$ cat config.mk
export PLATFORM = sky130hd
export DESIGN_NAME = sram_pack_ctrl
export DESIGN_NICKNAME = d
export VERILOG_FILES = /design/src/rtl/sram_pack_ctrl_pkg.sv /design/src/rtl/sram_pack_ctrl.sv
export SDC_FILE = /design/constraint.sdc
export NUM_CORES = 1
export LEC_CHECK = 0
export ABC_CLOCK_PERIOD_IN_PS = 7400
export BUFFER_PORTS_ARGS = -buffer_cell sky130_fd_sc_hd__buf_2
export CORE_ASPECT_RATIO = 0.5
export CORE_MARGIN = 5
export CORE_UTILIZATION = 43
export DETAILED_ROUTE_END_ITERATION = 16
export PLACE_DENSITY = 0.86
export SETUP_SLACK_MARGIN = 0.3
export SLEW_MARGIN = 20
export SYNTH_ARGS = -nofsm -noshare
export SYNTH_HDL_FRONTEND = slang
export SYNTH_SLANG_ARGS = --single-unit
$ cat constraint.sdc
create_clock -name clk -period 7.4 [get_ports clk]
set_input_delay 1.85 -clock clk [delete_from_list [all_inputs] [get_ports clk]]
set_output_delay 1.85 -clock clk [all_outputs]
set_load 0.1 [all_outputs]
$ cat src/rtl/sram_pack_ctrl_pkg.sv
// Shared constants for the 4-word-write / 1-word-read line SRAM controller.
package sram_pack_ctrl_pkg;

  localparam int BEAT_WORDS = 4;
  localparam int WR_PTR_INC = BEAT_WORDS;
  localparam int RD_PTR_INC = 1;

  // Beats land on 4-word boundaries, so DEPTH must hold whole beats (at least two).
  function automatic bit depth_ok(input int depth);
    return ((depth % BEAT_WORDS) == 0) && (depth >= 2 * BEAT_WORDS);
  endfunction

endpackage

$ cat src/rtl/sram_pack_ctrl.sv
// Width-converting FIFO control around a single-port line SRAM: 4-word beats in, 1 word/cycle out.
// Read data appears 1 cycle after issue; input stalls when fewer than 4 words free, output holds while stalled.
module sram_pack_ctrl
  import sram_pack_ctrl_pkg::*;
#(
  parameter int WIDTH = 10,
  parameter int DEPTH = 128,
  parameter int ADDRB = $clog2(DEPTH),
  parameter int CNTB  = $clog2(DEPTH + 1)
) (
  input  logic             clk,
  input  logic             rst_n,
  input  logic             flush,
  input  logic             in_valid,
  output logic             in_ready,
  input  logic [WIDTH-1:0] in_data_0,
  input  logic [WIDTH-1:0] in_data_1,
  input  logic [WIDTH-1:0] in_data_2,
  input  logic [WIDTH-1:0] in_data_3,
  output logic             out_valid,
  input  logic             out_ready,
  output logic [WIDTH-1:0] out_data,
  output logic [CNTB-1:0]  level,
  output logic             sram_ena,
  output logic             sram_wea,
  output logic             sram_rea,
  output logic [ADDRB-1:0] sram_addr_i,
  output logic [ADDRB-1:0] sram_addr_o,
  output logic [WIDTH-1:0] sram_dina_0,
  output logic [WIDTH-1:0] sram_dina_1,
  output logic [WIDTH-1:0] sram_dina_2,
  output logic [WIDTH-1:0] sram_dina_3,
  input  logic [WIDTH-1:0] sram_douta
);

  if (!depth_ok(DEPTH)) begin : g_depth_chk
    $error("sram_pack_ctrl: DEPTH must be a multiple of 4 and at least 8");
  end

  localparam logic [CNTB-1:0]  WR_LIMIT = CNTB'(DEPTH - BEAT_WORDS);
  localparam logic [CNTB-1:0]  BEAT_CNT = CNTB'(BEAT_WORDS);
  localparam logic [ADDRB-1:0] WR_LAST  = ADDRB'(DEPTH - WR_PTR_INC);
  localparam logic [ADDRB-1:0] RD_LAST  = ADDRB'(DEPTH - RD_PTR_INC);

  logic [ADDRB-1:0] wr_ptr;
  logic [ADDRB-1:0] rd_ptr;
  logic [CNTB-1:0]  count;
  logic             out_valid_q;
  logic             wr_fire;
  logic             rd_issue;

  // Space check uses the registered count only; a read in the same cycle is not credited.
  assign in_ready = rst_n & ~flush & (count <= WR_LIMIT);
  assign wr_fire  = in_valid & in_ready;
  assign rd_issue = rst_n & ~flush & (count != '0) & (~out_valid_q | out_ready);

  always_ff @(posedge clk) begin
    if (!rst_n || flush) begin
      wr_ptr      <= '0;
      rd_ptr      <= '0;
      count       <= '0;
      out_valid_q <= 1'b0;
    end else begin
      if (wr_fire) begin
        wr_ptr <= (wr_ptr == WR_LAST) ? '0 : wr_ptr + ADDRB'(WR_PTR_INC);
      end
      if (rd_issue) begin
        rd_ptr <= (rd_ptr == RD_LAST) ? '0 : rd_ptr + ADDRB'(RD_PTR_INC);
      end
      count <= count + (wr_fire ? BEAT_CNT : '0) - CNTB'(rd_issue);
      if (rd_issue) begin
        out_valid_q <= 1'b1;
      end else if (out_ready) begin
        out_valid_q <= 1'b0;
      end
    end
  end

  assign out_valid   = out_valid_q;
  assign out_data    = sram_douta;
  assign level       = count;
  assign sram_ena    = 1'b1;
  assign sram_wea    = wr_fire;
  assign sram_rea    = rd_issue;
  assign sram_addr_i = wr_ptr;
  assign sram_addr_o = rd_ptr;
  assign sram_dina_0 = in_data_0;
  assign sram_dina_1 = in_data_1;
  assign sram_dina_2 = in_data_2;
  assign sram_dina_3 = in_data_3;

endmodule

==> results.py <==
metrics = {
    "sta": {
        "tns_ns": 0,
        "rsz0062_at_grt": "no",
        "min_period_over_period_pct": 68.35,
        "finalSetupViolCount": 0,
        "slew_violations": 0,
        "fmax_mhz": 197.7,
        "clock_skew_ns": 0.003015,
        "max_slew_margin_pct": 49.01,
        "period_minus_slack_ns": 5.058,
        "hold_viol_final": 0,
        "worstMarginPinSlew_ns": 0.7648,
        "hold-worst-slack_ns": 0.5092,
    },
    "floorplan": {
        "die_w_um": 98.24,
        "ios": 132,
        "row_count": 16,
        "dieArea_mm2": 0.005317,
        "coreArea_mm2": 0.003824,
        "die_h_um": 54.12,
        "start_util_pct": 43.78,
    },
    "drt": {
        "routed_via_density": 5.300,
        "wl_mm": 3.657,
        "top_layer": "met4",
        "wl_met3_um": 441,
        "ant_nets": 0,
        "vias": 1235,
        "drcViolationCount": 0,
        "met1Wirelength_mm": 1.151,
        "wire_per_inst_um": 15.70,
        "drt_pass1_iterations": 4,
        "drt_iter0_markers": 42,
        "dr_wl_met2_mm": 2.000,
    },
    "pwr": {
        "power.total_mw": 0.5484,
        "pwr_density_cell_mw_per_mm2": 362.2,
        "max-vdd-ir-drop_mv": 0.1325,
        "leakage_nw": 0.6901,
    },
    "run_status": {
        "status": "finished clean",
    },
    "setup_path": {
        "critPathLaunchType": "input pin",
        "cp-startpoint": "flush",
        "worstPathRequired_ns": 5.55,
        "slowest_stage": "nand2b_1",
        "setup.worst_path.end_class": "primary output",
        "cp.arrival_ns": 3.21,
        "worstSetupPathType": "in2out",
        "reg2reg_to": "level[6]$_SDFF_PP0_",
        "regToRegStartpoint": "level[4]$_SDFF_PP0_",
        "path_cells": "buf_2 > nand2b_1 > nor2_1 > buf_2",
        "crit_top_cell": "buf_2",
        "cpPeakStageDelay_ns": 0.49,
        "critPathMaxFanout": 20,
        "endpoint": "sram_rea",
        "rr_worst_depth": 12,
        "r2r_setup_slack_ns": 4.46,
    },
    "synthesis": {
        "ys_warn_count": 0,
        "ys_types": 41,
        "synth-edff-count": 0,
        "yosysSeqAreaShare_pct": 25.11,
        "ys_ff_latch": 21,
        "ys.flop_type": "dfxtp_1",
        "syn_area_mm2": 0.001674,
        "postSynthAreaPerCell_um2": 8.247,
        "ys_async_sr_fraction_pct": 0,
        "netlist_instances": 203,
    },
    "clock_tree": {
        "cts_root_buf": "clkbuf_8",
        "clock-sinks": 21,
        "cts_hold_buffers": 0,
        "numCtsBuffers": 3,
        "cts_setup_buffers": 0,
        "cts_max_level": 1,
        "postCtsResizedCells": 0,
        "clk_pin_slew_ns": 0.08,
        "cts_tree": "done",
        "clk_path_buf_depth": 2,
        "clk_latency_ns": 0.26,
    },
    "finish": {
        "fin_area_mm2": 0.001514,
        "syn_to_final_growth_pct": -9.567,
        "layout_commonest_cell": "buf_2",
        "mostFrequentLayoutCells": "buf_2 (28), dfxtp_1 (21), inv_1 (19), ha_1 (14), a21oi_1 (10)",
        "final_nets": 250,
        "num_antenna_cells": 0,
        "drive_gt1_share_pct": 19.55,
    },
    "worst_hold_path": {
        "hold_path.class": "reg2reg",
    },
    "grt": {
        "grt_pass1_vias": 1178,
        "grt_pass1_wl_mm": 5.623,
        "track_usage_pct": 13.08,
        "grt_max_degree": 21,
        "grt_overflow": 0,
        "antenna_found_initial": 0,
    },
    "placement": {
        "routabilityCongestion": 0.8972,
        "place_area_mm2": 0.001468,
        "dpl.hpwl_mm": 2.877,
        "portBuffers": 28,
    },
    "run": {
        "cap_violations": 0,
    },
}
-- final cells by class --
| type | instances | area, um2 |
|---|---|---|
| clock inverter | 1 | 5.005 |
| fill | 372 | 2310 |
| inverter | 19 | 71.32 |
| multi-input combinational | 107 | 768.2 |
| timing repair buffer | 28 | 140.1 |
| clock buffer | 3 | 41.29 |
| tap | 54 | 67.56 |
| sequential | 21 | 420.4 |
-- report_power, final --
group / leakage [nW] / switching (mW) / internal, mW
clock: 0.0255 / 0.0394 / 0.0376
combinational: 0.494 / 0.243 / 0.0868
sequential: 0.170 / 0.0148 / 0.127
-- metrics by stage --
| step | std cells | worst slack, ns | utilization, % |
|---|---|---|---|
| after floorplan | 204 | 1.762 | - |
| after global placement | 229 | 2.394 | 38.38 |
| after detailed placement | 229 | 2.368 | 38.38 |
| after CTS | 233 | 2.365 | 39.59 |
| after global routing | 233 | 2.276 | 39.59 |
| final | 233 | 2.342 | 39.59 |
-- worst min path at each step --
stage                                startpoint                     endpoint  slack [ns]  depth (start not counted)
floorplan           sram_addr_i[2]$_SDFFE_PP0P_  sram_addr_i[2]$_SDFFE_PP0P_        0.91                          2
global placement    sram_addr_o[5]$_SDFFE_PP0P_  sram_addr_o[5]$_SDFFE_PP0P_        0.48                          2
detailed placement  sram_addr_o[6]$_SDFFE_PP0P_  sram_addr_o[6]$_SDFFE_PP0P_        0.50                          2
CTS                 sram_addr_o[6]$_SDFFE_PP0P_  sram_addr_o[6]$_SDFFE_PP0P_        0.51                          2
global route        sram_addr_i[6]$_SDFFE_PP0P_  sram_addr_i[6]$_SDFFE_PP0P_        0.52                          2
finish              sram_addr_o[6]$_SDFFE_PP0P_  sram_addr_o[6]$_SDFFE_PP0P_        0.51                          2
-- worst max-delay path: cells and delay by family --
family | cells | cell delay (ns)
buf+inv | 2 | 0.58
simple gates | 2 | 0.77
-- cell usage after synthesis, types with 3 or more instances --
| cell | instances | area (um2) |
|---|---|---|
| dfxtp_1 | 21 | 420.4 |
| o31ai_1 | 5 | 37.54 |
| inv_1 | 19 | 71.32 |
| xor2_1 | 3 | 26.28 |
| nor3_1 | 3 | 15.01 |
| nor2_1 | 9 | 33.78 |
| a21oi_1 | 10 | 50.05 |
| nand2b_1 | 4 | 25.02 |
| nand2_1 | 7 | 26.28 |
| ha_1 | 14 | 175.2 |
| or3_1 | 3 | 18.77 |
| mux2i_1 | 4 | 40.04 |
| o21ai_0 | 6 | 30.03 |
| nand3_1 | 5 | 25.02 |
| and2_1 | 3 | 18.77 |
| buf_4 | 54 | 405.4 |
| nand4_1 | 3 | 18.77 |
-- per-layer routing --
metal  track usage [%]  vias to the layer above
met3             5.951                       12
met4             5.215                        0
met5                 0                        -
li1                  -                      579
met2             27.03                       74
met1             11.52                      570
-- flip-flops by register name (all words and copies together) (netlist names) --
| register | flops |
|---|---|
| level | 8 |
| out_valid | 1 |
| sram_addr_i | 5 |
| sram_addr_o | 7 |
-- logic make-up after synthesis --
kind of cell,share of synthesized area [%]
buffers and inverters,29.22
AND/OR/NAND/NOR,17.56
AO/OA/AOI/OAI,10.69
flip-flops,25.11
adder cells (fa/ha/maj),11.66
multiplexers,3.214
XOR/XNOR,2.093
other,0.4486
Note: power is estimated with default switching activity, not from simulation.
